$ cat config.mk
export PLATFORM = sky130hd
export DESIGN_NAME = k_fft_frame_sched
export DESIGN_NICKNAME = d
export VERILOG_FILES = /design/src/rtl/k_fft_pkg.sv /design/src/rtl/k_fft_id_fifo.sv /design/src/rtl/k_fft_frame_sched.sv
export SDC_FILE = /design/constraint.sdc
export NUM_CORES = 1
export LEC_CHECK = 0
export BUFFER_PORTS_ARGS = -buffer_cell sky130_fd_sc_hd__clkbuf_2
export CAP_MARGIN = 20
export CORE_AREA = 2 2 139 141
export DETAILED_ROUTE_END_ITERATION = 6
export DIE_AREA = 0 0 141 143
export SLEW_MARGIN = 5
export SYNTH_ARGS = -nofsm -noshare
export SYNTH_HDL_FRONTEND = slang
export SYNTH_SLANG_ARGS = --single-unit
$ cat constraint.sdc
create_clock -name aclk -period 6.63 [get_ports aclk]
set_clock_uncertainty 0.2 [all_clocks]
set_input_delay 0.3315 -clock aclk [delete_from_list [all_inputs] [get_ports aclk]]
set_output_delay 0.3315 -clock aclk [all_outputs]
set_load 0.1 [all_outputs]
$ cat src/rtl/k_fft_pkg.sv
// rtl/k_fft_pkg.sv - shared types and helpers for the FFT frame scheduler
package k_fft_pkg;

  // One complex sample: {re[63:32], im[31:0]}, each an IEEE-754 single
  typedef logic [63:0] sample_t;

  // Input-side scheduler states
  typedef enum logic [0:0] {
    ST_IDLE = 1'b0,
    ST_LOAD = 1'b1
  } sched_state_e;

  // FFT config word: 2 scale bits per radix-4 stage plus the direction bit
  function automatic int cfg_width(input int stage_no);
    return 2 * stage_no + 1;
  endfunction

endpackage

$ cat src/rtl/k_fft_id_fifo.sv
// rtl/k_fft_id_fifo.sv - requester-id FIFO tracking frames outstanding in the FFT
module k_fft_id_fifo #(
  parameter int DEPTH = 4
) (
  input  logic clk,
  input  logic rst,
  input  logic push,
  input  logic din,
  input  logic pop,
  output logic dout,
  output logic full,
  output logic empty
);

  localparam int AW = (DEPTH > 1) ? $clog2(DEPTH) : 1;
  localparam logic [AW:0] FULL_CNT = (AW + 1)'(DEPTH);

  logic [DEPTH-1:0] mem;
  logic [AW-1:0]    wr_ptr;
  logic [AW-1:0]    rd_ptr;
  logic [AW:0]      count;
  logic             do_push;
  logic             do_pop;

  // Guard both ends so a stray push on full or pop on empty cannot corrupt state
  assign do_push = push & ~full;
  assign do_pop  = pop & ~empty;
  assign full    = (count == FULL_CNT);
  assign empty   = (count == '0);
  assign dout    = mem[rd_ptr];

  // Storage, pointers (wrap naturally at power-of-two depth) and occupancy
  always_ff @(posedge clk or posedge rst) begin
    if (rst) begin
      mem    <= '0;
      wr_ptr <= '0;
      rd_ptr <= '0;
      count  <= '0;
    end else begin
      if (do_push) begin
        mem[wr_ptr] <= din;
        wr_ptr      <= wr_ptr + 1'b1;
      end
      if (do_pop) begin
        rd_ptr <= rd_ptr + 1'b1;
      end
      case ({do_push, do_pop})
        2'b10:   count <= count + 1'b1;
        2'b01:   count <= count - 1'b1;
        default: count <= count;
      endcase
    end
  end

endmodule

$ cat src/rtl/k_fft_frame_sched.sv
// rtl/k_fft_frame_sched.sv - two-requester frame scheduler in front of a shared FFT core
module k_fft_frame_sched
  import k_fft_pkg::*;
#(
  parameter int STAGE_NO   = 6,
  parameter int FIFO_DEPTH = 4
) (
  input  logic                           aclk,
  input  logic                           areset,
  input  logic [127:0]                   s_axis_data_tdata,
  input  logic [1:0]                     s_axis_data_tvalid,
  output logic [1:0]                     s_axis_data_tready,
  input  logic [1:0]                     s_axis_data_tlast,
  input  logic [1:0]                     s_inverse,
  output logic [cfg_width(STAGE_NO)-1:0] fft_config_tdata,
  output logic [63:0]                    fft_s_data_tdata,
  output logic                           fft_s_data_tvalid,
  input  logic                           fft_s_data_tready,
  input  logic [63:0]                    fft_m_data_tdata,
  input  logic                           fft_m_data_tvalid,
  output logic                           fft_m_data_tready,
  input  logic                           fft_m_data_tlast,
  output logic [63:0]                    m_axis_data_tdata,
  output logic                           m_axis_data_tvalid,
  input  logic                           m_axis_data_tready,
  output logic                           m_axis_data_tlast,
  output logic                           m_axis_data_tuser,
  output logic                           event_tlast_unexpected,
  output logic                           event_tlast_missing
);

  localparam int              CW       = 2 * STAGE_NO;
  localparam logic [CW-1:0]   LAST_IDX = '1;
  localparam logic [0:0]      S_IDLE   = ST_IDLE;
  localparam logic [0:0]      S_LOAD   = ST_LOAD;

  logic [0:0]    state;
  logic          grant;
  logic          fwd;
  logic [CW-1:0] in_cnt;
  logic [CW-1:0] out_cnt;
  logic          next_grant;
  logic          push;
  logic          pop;
  logic          in_hs;
  logic          out_hs;
  logic          in_last;
  logic          out_last;
  logic          fifo_full;
  logic          fifo_empty;
  logic          fifo_head;
  sample_t       req_data;

  // The core's own end-of-frame marker is advisory; the counter-derived one is authoritative
  logic          unused_fft_tlast;
  assign unused_fft_tlast = fft_m_data_tlast;

  assign req_data = grant ? s_axis_data_tdata[127:64] : s_axis_data_tdata[63:0];
  assign push     = (state == S_IDLE) & (|s_axis_data_tvalid) & ~fifo_full;
  assign in_hs    = (state == S_LOAD) & s_axis_data_tvalid[grant] & fft_s_data_tready;
  assign in_last  = (in_cnt == LAST_IDX);

  // Round robin: with both requesting, pick the one not served last; grant holds the last winner
  always_comb begin
    next_grant = 1'b0;
    if (&s_axis_data_tvalid) next_grant = ~grant;
    else                     next_grant = s_axis_data_tvalid[1];
  end

  // Route the granted requester straight through to the FFT while loading
  always_comb begin
    s_axis_data_tready = 2'b00;
    fft_s_data_tvalid  = 1'b0;
    fft_s_data_tdata   = req_data;
    if (state == S_LOAD) begin
      fft_s_data_tvalid         = s_axis_data_tvalid[grant];
      s_axis_data_tready[grant] = fft_s_data_tready;
    end
  end

  assign event_tlast_unexpected = in_hs &  s_axis_data_tlast[grant] & ~in_last;
  assign event_tlast_missing    = in_hs & ~s_axis_data_tlast[grant] &  in_last;
  assign fft_config_tdata       = {{CW{1'b0}}, fwd};

  // Input FSM: arbitrate in IDLE, stream exactly N samples in LOAD; grant resets to 1 so 0 wins first
  always_ff @(posedge aclk or posedge areset) begin
    if (areset) begin
      state  <= S_IDLE;
      grant  <= 1'b1;
      fwd    <= 1'b1;
      in_cnt <= '0;
    end else if (state == S_IDLE) begin
      if (push) begin
        grant <= next_grant;
        fwd   <= ~s_inverse[next_grant];
        state <= S_LOAD;
      end
    end else if (in_hs) begin
      if (in_last) begin
        in_cnt <= '0;
        state  <= S_IDLE;
      end else begin
        in_cnt <= in_cnt + 1'b1;
      end
    end
  end

  // Results only flow while an owning frame id is queued
  assign m_axis_data_tvalid = fft_m_data_tvalid & ~fifo_empty;
  assign fft_m_data_tready  = m_axis_data_tready & ~fifo_empty;
  assign m_axis_data_tdata  = fft_m_data_tdata;
  assign out_hs             = m_axis_data_tvalid & m_axis_data_tready;
  assign out_last           = (out_cnt == LAST_IDX);
  assign m_axis_data_tlast  = ~fifo_empty & out_last;
  assign m_axis_data_tuser  = ~fifo_empty & fifo_head;
  assign pop                = out_hs & out_last;

  // Output counter regenerates frame boundaries from result handshakes
  always_ff @(posedge aclk or posedge areset) begin
    if (areset) begin
      out_cnt <= '0;
    end else if (out_hs) begin
      out_cnt <= out_last ? '0 : out_cnt + 1'b1;
    end
  end

  k_fft_id_fifo #(
    .DEPTH (FIFO_DEPTH)
  ) u_id_fifo (
    .clk   (aclk),
    .rst   (areset),
    .push  (push),
    .din   (next_grant),
    .pop   (pop),
    .dout  (fifo_head),
    .full  (fifo_full),
    .empty (fifo_empty)
  );

endmodule

After elaboration in Yosys (flattened, before gate mapping)
Index checks and enable logic that the tools add are counted.

operators by class
  add/subtract/negate cells = 6
  order comparisons = 6
  eq/ne operators = 5
  multiplexer cells = 24
  bitwise operators = 24
  reductions and logical operators = 8

operator list
  kind                                                  count
  2-to-1 mux 64 bit                                     1
  adder 12 x 1 -> 12 bit (second input constant)        2
  equality test 12 bit (second input constant)          2
  2-to-1 mux 12 bit                                     2
  bitwise AND 1 bit                                     16
  2-to-1 mux 1 bit                                      15
  NOT 1 bit                                             7
  < comparator 2 x 3 -> 1 bit (second input constant)   2
  one-hot mux 3 bit (2 select lines)                    1
  AND reduction 2 bit                                   3
  adder 2 x 1 -> 2 bit (second input constant)          2
  bitwise mux 4 bit                                     1
  < comparator 1 x 2 -> 1 bit (second input constant)   2
  adder 3 x 1 -> 3 bit (second input constant)          1
  equality test 3 bit (second input constant)           1
  zero test 3 bit                                       1
  subtractor 3 x 1 -> 3 bit (second input constant)     1
  bitwise AND 2 bit                                     1
  binary-select mux 1 bit (select 2 bit)                1
  demux 1 bit (select 2 bit)                            1
  equality test 2 x 1 -> 1 bit (second input constant)  1
  equality test 2 bit (second input constant)           1
  >= comparator 2 x 1 -> 1 bit (second input constant)  1
  logical AND 1 bit                                     2
  5 further kinds                                       5

storage, ports and cells
  register bits = 38
  input port bits = 204
  logic and storage cells = 82

Logic depth before layout (Yosys ltp)
  depth in word-level cells = 8
  gate-level depth with buffers = 11
  gate-level depth less buffers = 10

Modules after synthesis
Synthesis repeated with hierarchy kept, for this count alone.

second synthesis, totals
  cells, all modules = 346
  area total of the unflattened synthesis = 3333.2 um^2

by module, submodules not included
  module             times used  cells an instance  area each (um^2)
  k_fft_frame_sched  1           291                2723.9
  k_fft_id_fifo      1           55                 609.3

Worst setup path before layout
OpenSTA, ideal clock, no wires.

  path type = flip-flop to output port
  start = register grant
  end = output event_tlast_unexpected
  arrival time = 2.472 ns
  setup slack = 3.626 ns
  cell stages (with the launch flop) = 6
  path buffers = 1
  cells stage by stage = dfstp_2 buf_2 mux2i_1 nor2_1 nand2b_1 nor2_1

on the way
  word-level cells in the longest chain between the ends = 6
  elaborated cells between the ends (all ways) = 8

ends and longest elaborated chain
  item                                                  RTL line                 text
  start: declaration                                    k_fft_frame_sched.sv:38  logic grant;
  start signal: assignment                              k_fft_frame_sched.sv:94  grant <= next_grant;
  2-to-1 mux 1 bit (not written as such) (2 in series)  k_fft_frame_sched.sv:60  assign in_hs = (state == S_LOAD) & s_axis_data_tvalid[grant] & fft_s_data_tready;
  bitwise AND 1 bit (2 in series)                       k_fft_frame_sched.sv:60
  bitwise AND 1 bit (*) (2 in series)                   k_fft_frame_sched.sv:81  assign event_tlast_unexpected = in_hs & s_axis_data_tlast[grant] & ~in_last;
  end: declaration                                      k_fft_frame_sched.sv:28  output logic event_tlast_unexpected,

Every way passes the cells marked *; elsewhere a longest branch is shown, timed or not. The select of a mux whose other input is x is not followed.

Worst setup path after layout
  start = register grant
  end = output event_tlast_missing

on the way
  word-level cells in the longest chain between the ends = 6
  elaborated cells between the ends (all ways) = 9

ends and longest elaborated chain
  item                                                  RTL line                 text
  2-to-1 mux 1 bit (not written as such) (2 in series)  k_fft_frame_sched.sv:60
  bitwise AND 1 bit (2 in series)                       k_fft_frame_sched.sv:60
  bitwise AND 1 bit (*) (2 in series)                   k_fft_frame_sched.sv:82  assign event_tlast_missing = in_hs & ~s_axis_data_tlast[grant] & in_last;
  end: declaration                                      k_fft_frame_sched.sv:29  output logic event_tlast_missing

Marked as above.

==> impl_metrics.toml <==
[route]
route.detailed.vias_per_inst = 3.96
ant_nets = 0
route.detailed.drc = 0
dr.pass1.iters = 4
wirelength_mm = 11.7
vias = 2906
average_wire_length_per_cell_after_detail_routing_microns = 15.9
drt_iter0_drc = 88

[place]
post_detailed_placement_cell_area_sq_um = 4120
place_worst_setup_slack_ns = 3.77
buffer_ports.inserted = 212
hpwl_detailed_mm = 10.2
gp_congestion = 0.840

[worst_setup_path]
required_ns = 6.10
critical_path.startpoint_type = "flip-flop"
endpoint_kind = "output pin"
critical_path.top_delay_family = "buffers and inverters"
reg2reg_setup_slack_ns = 3.77
regToRegStartpoint = "out_cnt[2]$_DFFE_PP0N_"
timing.critical_path.slowest_stage_cell = "sky130_fd_sc_hd__buf_4"
criticalPathCategory = "reg -> out"
critPathArrivalTime_ns = 2.50
worstPathCellList = "buf_4, mux2i_1, and3_1, clkbuf_2"
worst-path-max-fanout = 70
crit_buf_inv = 2
cp.depth = 4
crit-reg2reg-capture = "u_id_fifo.count[2]$_DFFE_PP0P_"
timing.reg2reg.worst_path_depth = 9
timing.critical_path.slowest_cell_delay_ns = 0.63

[sta]
final_critical_path_setup_slack_ns = 3.60
timing_max_transition_violations_final = 0
rsz0062_at_grt = "no"
setup_total_negative_slack_ns = 0
final_worst_path_period_share = 0.457
hold_viol_final = 0
fmax_ghz = 0.330
max_slew_margin = 0.428
finish_stage_setup_viols = 0
post-route-min-period_ns = 3.03
worst_pin_slew_ns = 0.857

[cells_and_area]
synth_to_final_area_change_pct = 29.9
highest_count_cells_in_the_layout_ignoring_fill_and_taps = "sky130_fd_sc_hd__clkbuf_2 (212), sky130_fd_sc_hd__mux2_2 (69), sky130_fd_sc_hd__dfrtp_1 (36)"
drive_above_1_share = 0.609
most_common_cell_after_layout_fill_and_taps_aside = "sky130_fd_sc_hd__clkbuf_2"
num-fill-cells = 2029
finish.instance_area_sq_um = 4330
design.final.nets = 702
final_core_utilization = 0.233

[flow_run]
cap_viol_max_count = 0

[grt]
global_route.overflow_total = 0
number_of_antenna_violations_at_the_first_check_in_global_routing = 15
grt_max_degree = 71
grtUsageTotal = 0.111
first_global_vias = 2854
grt_first_pass_wirelength_mm = 16.6

[pwr]
comb_power_share = 0.374
max_rail_drop_vdd_uv = 191
power_leakage_nw = 2.18
clkPwrFrac = 0.304
power-per-cell-area_nw_per_um2 = 213
power.share.switching = 0.419
fin_total_pwr_mw = 0.920
power_switching_mw = 0.386
internal_power_mw = 0.534
flop_pwr_share = 0.321

[clock_network]
h_tree_level_count = 2
cts_setup_buffers = 0
cts_made_buffers = 5
clkSinkCount = 38
insertion_delay_ns = 0.28
clock_tree.root_cell = "sky130_fd_sc_hd__clkbuf_16"
cts_tree = "done"
clkTransAtPathRegs_ns = 0.06
maximum_root_to_sink_buffer_count = 2

[worst_hold_path]
holdPathStages = 2
hold_end = "grant$_DFFE_PP1P_"
min-delay-start = "s_axis_data_tvalid[0]"
hold_path.class = "in -> reg"

[synthesis]
synthFlopType = "sky130_fd_sc_hd__dfrtp_1"
ys_ff_latch = 38
ys.warnings.count = 0
synth_sequential_area_ratio = 0.286
synth_enable_flop_cells = 0
syn-mean-instance-area_sq_um = 9.68
cell_area_after_technology_mapping_sq_um = 3330
synth_cell_type_count = 42
synth-async-reset-ratio = 1.00
synthesis.instances = 344

[die]
num_rows = 50
die_area_sq_um = 20200
die_width_microns = 141
placeableCoreArea_sq_um = 18600
initial_utilization = 0.179
io_pins = 354
chipHeight_microns = 143

[status]
run_status = "complete, no violations"
==> per-stage QoR <==
stage	hold WS [ns]	instances
finish	0.0539	734
global route	0.0596	726
floorplan	0.201	355
detailed placement	0.261	716
global placement	0.256	716
CTS	0.0487	725
==> registers in the layout, indices dropped and copies added, names as in the netlist <==
signal,cells
state,1
in_cnt,12
u_id_fifo.mem,4
grant,1
u_id_fifo.rd_ptr,2
fwd,1
u_id_fifo.wr_ptr,2
out_cnt,12
u_id_fifo.count,3
==> final cells by class <==
type	instances	area (sq um)	area share
timing repair buffer	215	1090	0.251
antenna	9	22.5	0.00521
multi-input combinational	219	1760	0.406
inverter	11	41.3	0.00954
clock inverter	1	30.0	0.00694
clock buffer	7	143	0.0330
sequential	38	953	0.220
tap	234	293	0.0677
==> cells by family after synthesis <==
family	count (synthesis)	synth area share
fa+ha+maj	8	0.0323
mux	74	0.252
compound gates	20	0.0458
other cells	1	0.00113
simple gates	83	0.126
xor+xnor	22	0.0578
flops	38	0.286
buf+inv	98	0.198
==> timing repair <==
| item | CTS | global route |
|---|---|---|
| hold endpoints to repair | 36 | 0 |
| hold buffers | 1 | 0 |
| resized for setup | 0 | 0 |
==> how the worst max path moves through the flow <==
stage	startpoint	end
2_1_floorplan	grant$_DFFE_PP1P_	event_tlast_unexpected
3_3_place_gp	out_cnt[2]$_DFFE_PP0N_	u_id_fifo.count[2]$_DFFE_PP0P_
3_5_place_dp	out_cnt[2]$_DFFE_PP0N_	u_id_fifo.count[2]$_DFFE_PP0P_
4_1_cts	grant$_DFFE_PP1P_	event_tlast_missing
5_1_grt	grant$_DFFE_PP1P_	event_tlast_missing
6_report	grant$_DFFE_PP1P_	event_tlast_missing
==> worst register-to-register path, stage by stage, from the launching register on <==
cell	delay (ns)
sky130_fd_sc_hd__dfrtp_1	0.43
sky130_fd_sc_hd__nand4_1	0.14
sky130_fd_sc_hd__or4_1	0.69
sky130_fd_sc_hd__nor2_4	0.25
sky130_fd_sc_hd__ha_1	0.22
sky130_fd_sc_hd__inv_1	0.06
sky130_fd_sc_hd__fa_1	0.37
sky130_fd_sc_hd__xor2_1	0.15
sky130_fd_sc_hd__nor2_1	0.11
sky130_fd_sc_hd__xor2_1	0.14
==> metal layers <==
metal	part of all wire	wire length [microns]	vias up	track usage
li1	-	-	1394	-
met1	0.40	4720	1326	0.132
met2	0.42	4930	158	0.168
met3	0.16	1840	26	0.0731
met4	0.017	201	2	0.0274
met5	0.0010	12	-	0
==> synthesized netlist by cell type, types with 2 or more instances <==
library cell	number	share of area
sky130_fd_sc_hd__buf_4	77	0.17
sky130_fd_sc_hd__nand3_1	10	0.015
sky130_fd_sc_hd__mux2i_1	4	0.012
sky130_fd_sc_hd__nand2_1	23	0.026
sky130_fd_sc_hd__ha_1	7	0.026
sky130_fd_sc_hd__o21ai_0	7	0.011
sky130_fd_sc_hd__nand4_1	6	0.011
sky130_fd_sc_hd__clkbuf_1	4	0.0045
sky130_fd_sc_hd__and2_1	2	0.0038
sky130_fd_sc_hd__dfrtp_1	36	0.27
sky130_fd_sc_hd__buf_2	3	0.0045
sky130_fd_sc_hd__nor4_1	5	0.0094
sky130_fd_sc_hd__dfstp_2	2	0.016
sky130_fd_sc_hd__buf_1	3	0.0034
sky130_fd_sc_hd__xnor2_1	12	0.032
sky130_fd_sc_hd__a31oi_1	2	0.0038
sky130_fd_sc_hd__nor2b_1	4	0.0075
sky130_fd_sc_hd__nor2_1	17	0.019
sky130_fd_sc_hd__xor2_1	10	0.026
sky130_fd_sc_hd__a21oi_1	4	0.0060
sky130_fd_sc_hd__inv_1	11	0.012
sky130_fd_sc_hd__nor3_1	3	0.0045
sky130_fd_sc_hd__mux2_2	69	0.23
sky130_fd_sc_hd__and3_1	5	0.0094
==> power groups by stage <==
stage | registers [mW] | logic, mW | clock network, mW
4_1_cts | 0.295 | 0.348 | 0.288
3_5_place_dp | 0.298 | 0.346 | 0
6_report | 0.295 | 0.344 | 0.280
2_1_floorplan | 0.290 | 0.459 | 0
3_3_place_gp | 0.297 | 0.344 | 0
5_1_grt | 0.300 | 0.365 | 0.297
Note: power is estimated with default switching activity, not from simulation.
